--- src/rtl/tpu_pkg.sv ---
// Shared constants and types for the matrix-unit result drain path.
// Latency: none (declarations only).
// Backpressure: none (declarations only).
package tpu_pkg;

    localparam int N     = 3;
    localparam int IN_W  = 24;
    localparam int ACC_W = 32;
    localparam int OUT_W = 8;

    typedef enum logic [1:0] {
        IDLE  = 2'd0,
        ACCUM = 2'd1,
        DRAIN = 2'd2
    } drain_state_t;

    typedef logic signed [ACC_W-1:0] acc_t;
    typedef logic signed [OUT_W-1:0] out_t;

endpackage

--- src/rtl/requant_lane.sv ---
// Requantizes one accumulator element: rounding arithmetic shift, optional ReLU, saturation.
// Latency: purely combinational.
// Backpressure: none; the caller holds the inputs stable while the result is consumed.
module requant_lane #(
    parameter int ACC_W = 32,
    parameter int OUT_W = 8
) (
    input  logic [ACC_W-1:0] acc,
    input  logic [4:0]       shift,
    input  logic             relu,
    output logic [OUT_W-1:0] q
);

    // One extra bit so the half-LSB rounding add cannot wrap at the positive limit.
    localparam int W = ACC_W + 1;
    localparam logic signed [W-1:0] QMAX = {{(W-OUT_W+1){1'b0}}, {(OUT_W-1){1'b1}}};
    localparam logic signed [W-1:0] QMIN = {{(W-OUT_W+1){1'b1}}, {(OUT_W-1){1'b0}}};

    logic signed [W-1:0] ext;
    logic signed [W-1:0] rnd;
    logic signed [W-1:0] sum;
    logic signed [W-1:0] t;

    // Round half toward +inf, shift, clamp negatives under ReLU, then saturate to OUT_W.
    always_comb begin
        ext = {acc[ACC_W-1], acc};
        rnd = '0;
        if (shift != 5'd0) begin
            rnd = W'(1) << (shift - 5'd1);
        end
        sum = ext + rnd;
        t   = sum >>> shift;
        if (relu && t[W-1]) begin
            t = '0;
        end
        if (t > QMAX) begin
            q = QMAX[OUT_W-1:0];
        end else if (t < QMIN) begin
            q = QMIN[OUT_W-1:0];
        end else begin
            q = t[OUT_W-1:0];
        end
    end

endmodule

--- src/rtl/tpu_result_drain.sv ---
// Accumulates K-tiles of systolic results, then streams requantized rows to writeback.
// Latency: last-tile accept in cycle T gives row 0 in T+1; rows back-to-back thereafter.
// Backpressure: res_ready low while draining; rows hold stable while out_ready is low.
module tpu_result_drain #(
    parameter int N     = tpu_pkg::N,
    parameter int IN_W  = tpu_pkg::IN_W,
    parameter int ACC_W = tpu_pkg::ACC_W,
    parameter int OUT_W = tpu_pkg::OUT_W
) (
    input  logic                             clk,
    input  logic                             rst,
    input  logic                             res_valid,
    output logic                             res_ready,
    input  logic                             res_last,
    input  logic [N-1:0][N-1:0][IN_W-1:0]    res_data,
    input  logic [4:0]                       cfg_shift,
    input  logic                             cfg_relu,
    output logic                             out_valid,
    input  logic                             out_ready,
    output logic [N-1:0][OUT_W-1:0]          out_data,
    output logic [$clog2(N)-1:0]             out_row,
    output logic                             out_last,
    output logic                             acc_ovf
);

    localparam int RW = $clog2(N);

    tpu_pkg::drain_state_t state_q, state_d;

    logic [N-1:0][N-1:0][ACC_W-1:0] acc_q;
    logic [N-1:0][N-1:0][ACC_W-1:0] acc_nxt;
    logic [N*N-1:0]                 sat_vec;
    logic [RW-1:0]                  row_q;
    logic [4:0]                     shift_q;
    logic                           relu_q;
    logic                           accept;
    logic                           beat;
    logic                           last_beat;

    assign accept    = res_valid && res_ready;
    assign beat      = out_valid && out_ready;
    assign last_beat = beat && out_last;
    assign out_row   = row_q;

    // Saturating add per element; in IDLE the base is zero so the first tile is a plain load.
    for (genvar r = 0; r < N; r++) begin : g_row
        for (genvar c = 0; c < N; c++) begin : g_col
            logic [ACC_W-1:0] base;
            logic [ACC_W:0]   sum;
            assign base = (state_q == tpu_pkg::IDLE) ? '0 : acc_q[r][c];
            assign sum  = {base[ACC_W-1], base}
                        + {{(ACC_W+1-IN_W){res_data[r][c][IN_W-1]}}, res_data[r][c]};
            assign sat_vec[r*N+c] = sum[ACC_W] ^ sum[ACC_W-1];
            assign acc_nxt[r][c]  = !sat_vec[r*N+c] ? sum[ACC_W-1:0]
                                  : (sum[ACC_W] ? {1'b1, {(ACC_W-1){1'b0}}}
                                                : {1'b0, {(ACC_W-1){1'b1}}});
        end
    end

    // State register.
    always_ff @(posedge clk or posedge rst) begin
        if (rst) begin
            state_q <= tpu_pkg::IDLE;
        end else begin
            state_q <= state_d;
        end
    end

    // Next-state and handshake outputs, all derived from registered state.
    always_comb begin
        state_d   = state_q;
        res_ready = 1'b0;
        out_valid = 1'b0;
        out_last  = 1'b0;
        case (state_q)
            tpu_pkg::IDLE, tpu_pkg::ACCUM: begin
                res_ready = 1'b1;
                if (res_valid) begin
                    state_d = res_last ? tpu_pkg::DRAIN : tpu_pkg::ACCUM;
                end
            end
            tpu_pkg::DRAIN: begin
                out_valid = 1'b1;
                out_last  = (row_q == RW'(N-1));
                if (out_ready && (row_q == RW'(N-1))) begin
                    state_d = tpu_pkg::IDLE;
                end
            end
            default: begin
                state_d = tpu_pkg::IDLE;
            end
        endcase
    end

    // Buffer, latched config, sticky overflow and row counter.
    always_ff @(posedge clk or posedge rst) begin
        if (rst) begin
            acc_q   <= '0;
            row_q   <= '0;
            shift_q <= '0;
            relu_q  <= 1'b0;
            acc_ovf <= 1'b0;
        end else begin
            if (accept) begin
                acc_q <= acc_nxt;
                if (state_q == tpu_pkg::IDLE) begin
                    shift_q <= cfg_shift;
                    relu_q  <= cfg_relu;
                    acc_ovf <= |sat_vec;
                end else begin
                    acc_ovf <= acc_ovf | (|sat_vec);
                end
            end
            if (last_beat) begin
                row_q <= '0;
                acc_q <= '0;
            end else if (beat) begin
                row_q <= row_q + RW'(1);
            end
        end
    end

    // One requantizer per column, fed from the row currently on the output.
    for (genvar c = 0; c < N; c++) begin : g_lane
        requant_lane #(
            .ACC_W (ACC_W),
            .OUT_W (OUT_W)
        ) u_lane (
            .acc   (acc_q[row_q][c]),
            .shift (shift_q),
            .relu  (relu_q),
            .q     (out_data[c])
        );
    end

endmodule

--- config.mk ---
export PLATFORM = sky130hd
export DESIGN_NAME = tpu_result_drain
export DESIGN_NICKNAME = d
export VERILOG_FILES = /design/src/rtl/tpu_pkg.sv /design/src/rtl/requant_lane.sv /design/src/rtl/tpu_result_drain.sv
export SDC_FILE = /design/constraint.sdc
export NUM_CORES = 2
export LEC_CHECK = 0
export ABC_AREA = 1
export BUFFER_PORTS_ARGS = -buffer_cell sky130_fd_sc_hd__buf_4
export CELL_PAD_IN_SITES_DETAIL_PLACEMENT = 1
export CELL_PAD_IN_SITES_GLOBAL_PLACEMENT = 2
export CORE_UTILIZATION = 34
export CTS_BUF_LIST = sky130_fd_sc_hd__clkbuf_4 sky130_fd_sc_hd__clkbuf_8
export CTS_CLUSTER_DIAMETER = 40
export DETAILED_ROUTE_END_ITERATION = 7
export GPL_TIMING_DRIVEN = 0
export PLACE_DENSITY_LB_ADDON = 0.1
export RECOVER_POWER = 100
export SETUP_SLACK_MARGIN = 0.2
export SYNTH_ARGS = -nofsm -noshare
export SYNTH_HDL_FRONTEND = slang
export SYNTH_SLANG_ARGS = --single-unit
--- constraint.sdc ---
create_clock -name clk -period 11.4 [get_ports clk]
set_clock_uncertainty 0.05 [all_clocks]
set_input_delay 1.14 -clock clk [delete_from_list [all_inputs] [get_ports clk]]
set_output_delay 1.14 -clock clk [all_outputs]
set_load 0.02 [all_outputs]
; After elaboration in Yosys (flattened, before gate mapping)
; Cells that the tools add are included.
[classes]
bitwise_logic = 10
muxes = 51
addsub = 14
n_eq_ne = 5
n_shift = 4
n_reduce_logical = 15
magnitude_cmp = 7
[ops]
columns = cell, n
row1 = $mux W32, 27
row2 = $mux W288, 2
row3 = $add A32 B24 Y33, 9
row4 = $bmux W96 S2, 1
row5 = $mux W33, 4
row6 = $add A32 B33 Y33, 3
row7 = $gt A33 B8 Y1 const B, 3
row8 = $lt A33 B8 Y1 const B, 3
row9 = $sshr A33 B5 Y33, 3
row10 = $mux W96, 1
row11 = $mux W8, 6
row12 = $shl A1 B5 Y33 const A, 1
row13 = $mux W2, 5
row14 = $reduce_or A9 Y1, 1
row15 = $xor A1 B1 Y1, 9
row16 = $logic_and A1 B1 Y1, 7
row17 = $reduce_bool A5 Y1, 1
row18 = $sub A5 B1 Y5 const B, 1
row19 = $eq A2 B2 Y1 const B, 2
row20 = $mux W1, 4
row21 = $ne A2 B2 Y1 const B, 2
row22 = $pmux W2 S2, 1
row23 = $reduce_and A2 Y1, 2
row24 = $reduce_bool A2 Y1, 2
row25 = other kinds (6), 6
[word_totals]
inputBits = 227
regBits = 299
out_inout_bits = 30

; Depth between registers and ports, before layout
[depth]
depth_word = 10
mapped_depth = 39
ltp_nobuf = 36

; Cells and area by module
; A second synthesis with hierarchy kept.
[unflattened]
hier_cells = 9684
hier_area_um2 = 52258.9
[modules_own_cells]
columns = module, area_per_inst_um2, cells_each, seq_area_each_um2, n_inst
row1 = tpu_result_drain, 35928.2, 6250, 7482.2, 1
row2 = requant_lane (g_lane[1].u_lane ...), 5474.0, 1144, 0.0, 2
row3 = requant_lane (g_lane[0].u_lane), 5382.7, 1146, 0.0, 1

; Least setup slack after synthesis
; Ideal clock, no wire load.
[synth_path]
path_kind = register to output
start = register shift_q[4]
end = output out_data[0] (netlist name)
setup_slack_ns = 5.674
n_path_buf = 7
path_stages_with_launch = 31
required_ns = 10.210
arrival_time_ns = 4.536
path_cell_list = dfrtp_1 -> buf_6 -> inv_4 -> buf_6 -> buf_2 -> buf_2 -> clkbuf_1 -> clkbuf_1 -> clkbuf_1 -> nor2_1 -> ha_1 -> a21oi_1 -> o21a_1 -> inv_1 -> nand2_1 -> o311ai_0 -> nor2_1 -> nand2_1 -> nand2_2 -> nand2_4 -> nor2_1 -> inv_1 -> nand2_1 -> nand2_1 -> nand2_1 -> nor2_1 -> nand2_1 -> nor2_1 -> nand3_1 -> nand3_2 -> nand2_1
[synth_rtl]
columns = item, line
row1 = "start, declared", tpu_result_drain.sv:34  ; logic [4:0] shift_q;
row2 = "start signal, assigned", tpu_result_drain.sv:107  ; shift_q <= cfg_shift;
row3 = "end, declared", tpu_result_drain.sv:20  ; output logic [N-1:0][OUT_W-1:0] out_data,

==> results_dict.tcl <==
set metrics [dict create \
    cts_resized 0 \
    cts_sinks 299 \
    max_cap_violations 8 \
    path_class "flop to primary output" \
    crit_path_end_kind "primary output" \
    route.met2.wl_um 100100 \
    first_pass_iters 6 \
    htreeDepth 3 \
    grt_use_total 0.3421 \
    reg2reg_from "state_q[1]" \
    setup_viol 0 \
    yosysUniqueCellTypes 69 \
    wirelength_um 225200 \
    vias 51760 \
    final_antenna_net_count 0 \
    critPathLaunchType "flop" \
    max_stage_delay_ps 800 \
    wl_per_cell_um 23.96 \
    path_clk_slew_ps 50 \
    cts.path.max_buffers 3 \
    rsz0062_at_grt "false" \
    grt_pass1_wl_um 333500 \
    finalHoldViolations 0 \
    worst_pin_slew_ps 6586 \
    cts-root-buf "clkbuf_8" \
    finalCoreUtilization 0.3920 \
    synthesis.area_um2 43280 \
    drc_errors 0 \
    port_buffers 256 \
    core-area_um2 125900 \
    grt_pass1_vias 52150 \
    violations "capacitance limit, slew limit" \
    gr-total-overflow 0 \
    synth_edf_count 0 \
    cts_tree "yes" \
    fillCellCount 17180 \
    cts_setup_buffers 0 \
    cts_inserted_buffers 84 \
    num_rows 130 \
    avgSynthCellArea_um2 5.906 \
    synthFlopType "dfrtp_1" \
    die_w_um 358.8 \
    fin_area_um2 49360 \
    slew_headroom -3.391 \
    multi_input_area_um2 30970 \
    pin_count 257 \
    max_freq_mhz 95.87 \
    highest_layer "met5" \
    fin_crit_ps 10430 \
    startpoint "out_row[0]" \
    fp.dieH_um 358.8 \
    synthArstFlopShare 1.000 \
    antenna_found_initial 18 \
    start_util 0.3438 \
    layout-drive-gt1-share 0.09928 \
    met1_length_um 102800 \
    finalNetCount 8288 \
    grt_max_degree 112 \
    worstPathRequired_ps 10210 \
    yosysSeqAreaShare 0.1729 \
    critPathSlowestCell "clkbuf_1" \
    maxSlewViolCount 208 \
    drt-initial-drc-count 3540 \
    cp_common_cell "nand2_1" \
    clk-insertion-delay-late_ps 830 \
    path_max_fanout 10 \
    hp-start "acc_q[282]" \
    cts.hold.buffers_added 0 \
    finalSetupTns_ps 0 \
    dieArea_um2 128700 \
    ys_ff_latch 299 \
    status "finished, violations left" \
    yosysWarnings 0 \
    routed_via_density 5.507 \
    wl_met3_um 12990 \
    syn_to_final_growth_pct 14.03 \
    postSynthCellCount 7329 \
    place_area_um2 47390 \
    dp_hpwl_um 190100 \
    min_path_type "flop to flop" \
    place_congestion 0.9955 \
    fin_crit_sh 0.9150 \
    arrival_ps 9240 \
    regArea_um2 7482 \
]
## sequential cells by signal (all words and copies together) (netlist names)
| register | count |
|---|---|
| relu_q | 1 |
| shift_q | 5 |
| acc_ovf | 1 |
| acc_q | 288 |
| out_row | 2 |
| state_q | 2 |
## metal layers
| layer | vias up | global-route usage |
|---|---|---|
| met2 | 1398 | 0.5496 |
| met5 | - | 0 |
| li1 | 24970 | - |
| met1 | 25050 | 0.4594 |
| met4 | 12 | 0.1357 |
| met3 | 334 | 0.04863 |
## area by class of cell
class / instances / share of cell area
multi-input combinational: 5814 / 0.6275
sequential: 299 / 0.1516
inverter: 946 / 0.07255
tap: 1650 / 0.04183
timing repair buffer: 265 / 0.03912
clock buffer: 109 / 0.02887
buffer: 272 / 0.02492
clock inverter: 41 / 0.01351
antenna: 3 / 0.0001521
## kinds of logic (layout without fill, tap and decap cells)
family	after synthesis	in the layout	share of synthesized area
AO/OA/AOI/OAI	1495	1495	0.1901
AND/OR/NAND/NOR	3769	3769	0.3802
flip-flops	299	299	0.1729
XOR/XNOR	165	165	0.03356
buffers and inverters	1218	1633	0.1114
adder cells (fa/ha/maj)	379	379	0.1111
multiplexers	3	3	0.0006938
other	1	6	0.00008664
## final timing paths
check | endpoint | slack (ps) | cells after the start
max in group asynchronous | acc_q[241] | 2130 | 3
min in group asynchronous | acc_q[61] | 1470 | 2
worst min-delay path | acc_q[282] | 430 | 2
worst max-delay path | out_data[12] | 970 | 38
worst min register to register | acc_q[282] | 430 | 2
worst max register to register | acc_q[226] | 1910 | 30
## through the flow
stage                     hold WS [ps]  cells  worst slack (ps)
after floorplan                  399.0   7331              1949
final                            427.0   9399             969.6
after detailed placement         419.9   9242              2379
after CTS                        340.5   9392              1718
after global routing             461.8   9399             663.4
after global placement           412.1   9237             -2907
## worst max-delay path: cells and delay by family (launching register included)
kind / cells / cell delay (ps)
adders and majority gates: 1 / 330
buffers and inverters: 12 / 3950
AOI/OAI and AO/OA: 4 / 1380
DFF: 1 / 420
and+or+nand+nor: 21 / 2280
## Yosys cell counts, drive strengths merged (9+ instances only)
cell    count  share of area
dfrtp     299           0.17
o21a       19         0.0033
nor2      804          0.076
o211ai     14         0.0025
ha        370           0.11
clkbuf    150          0.013
fa          9         0.0042
o22ai     206          0.030
xor2      147          0.030
inv       942          0.082
nand2    1921           0.17
a21boi     27         0.0049
o21ai     550          0.064
a31oi      17         0.0025
xnor2      18         0.0036
nand4      49         0.0078
or2        45         0.0065
nor3       61         0.0073
o21bai     28         0.0050
buf       122          0.016
nor4       16         0.0023
nand3     851           0.10
a21o        9         0.0016
a21oi     582          0.068
## cells in the final DEF (no fill, tap or decap), types with 35 or more instances in the layout
master / synthesis / final
nand4_1: 47 / 47
or2_2: 44 / 44
buf_4: 6 / 244
buf_1: 46 / 43
ha_1: 370 / 370
xor2_1: 146 / 146
o22ai_1: 206 / 206
nor3_1: 59 / 57
buf_2: 53 / 50
nand2_2: 82 / 80
o21ai_1: 47 / 42
clkbuf_8: 0 / 97
nand2_1: 1827 / 1830
a21oi_1: 573 / 575
nor2_2: 36 / 35
o21ai_0: 499 / 504
nor2_1: 750 / 751
nand3_1: 814 / 816
dfrtp_1: 299 / 299
inv_1: 892 / 891
inv_2: 42 / 42
clkbuf_1: 150 / 180
Power is left out: the tool's default activity adds up to more than one toggle a clock period on the data nets, which glitch-free logic cannot reach.
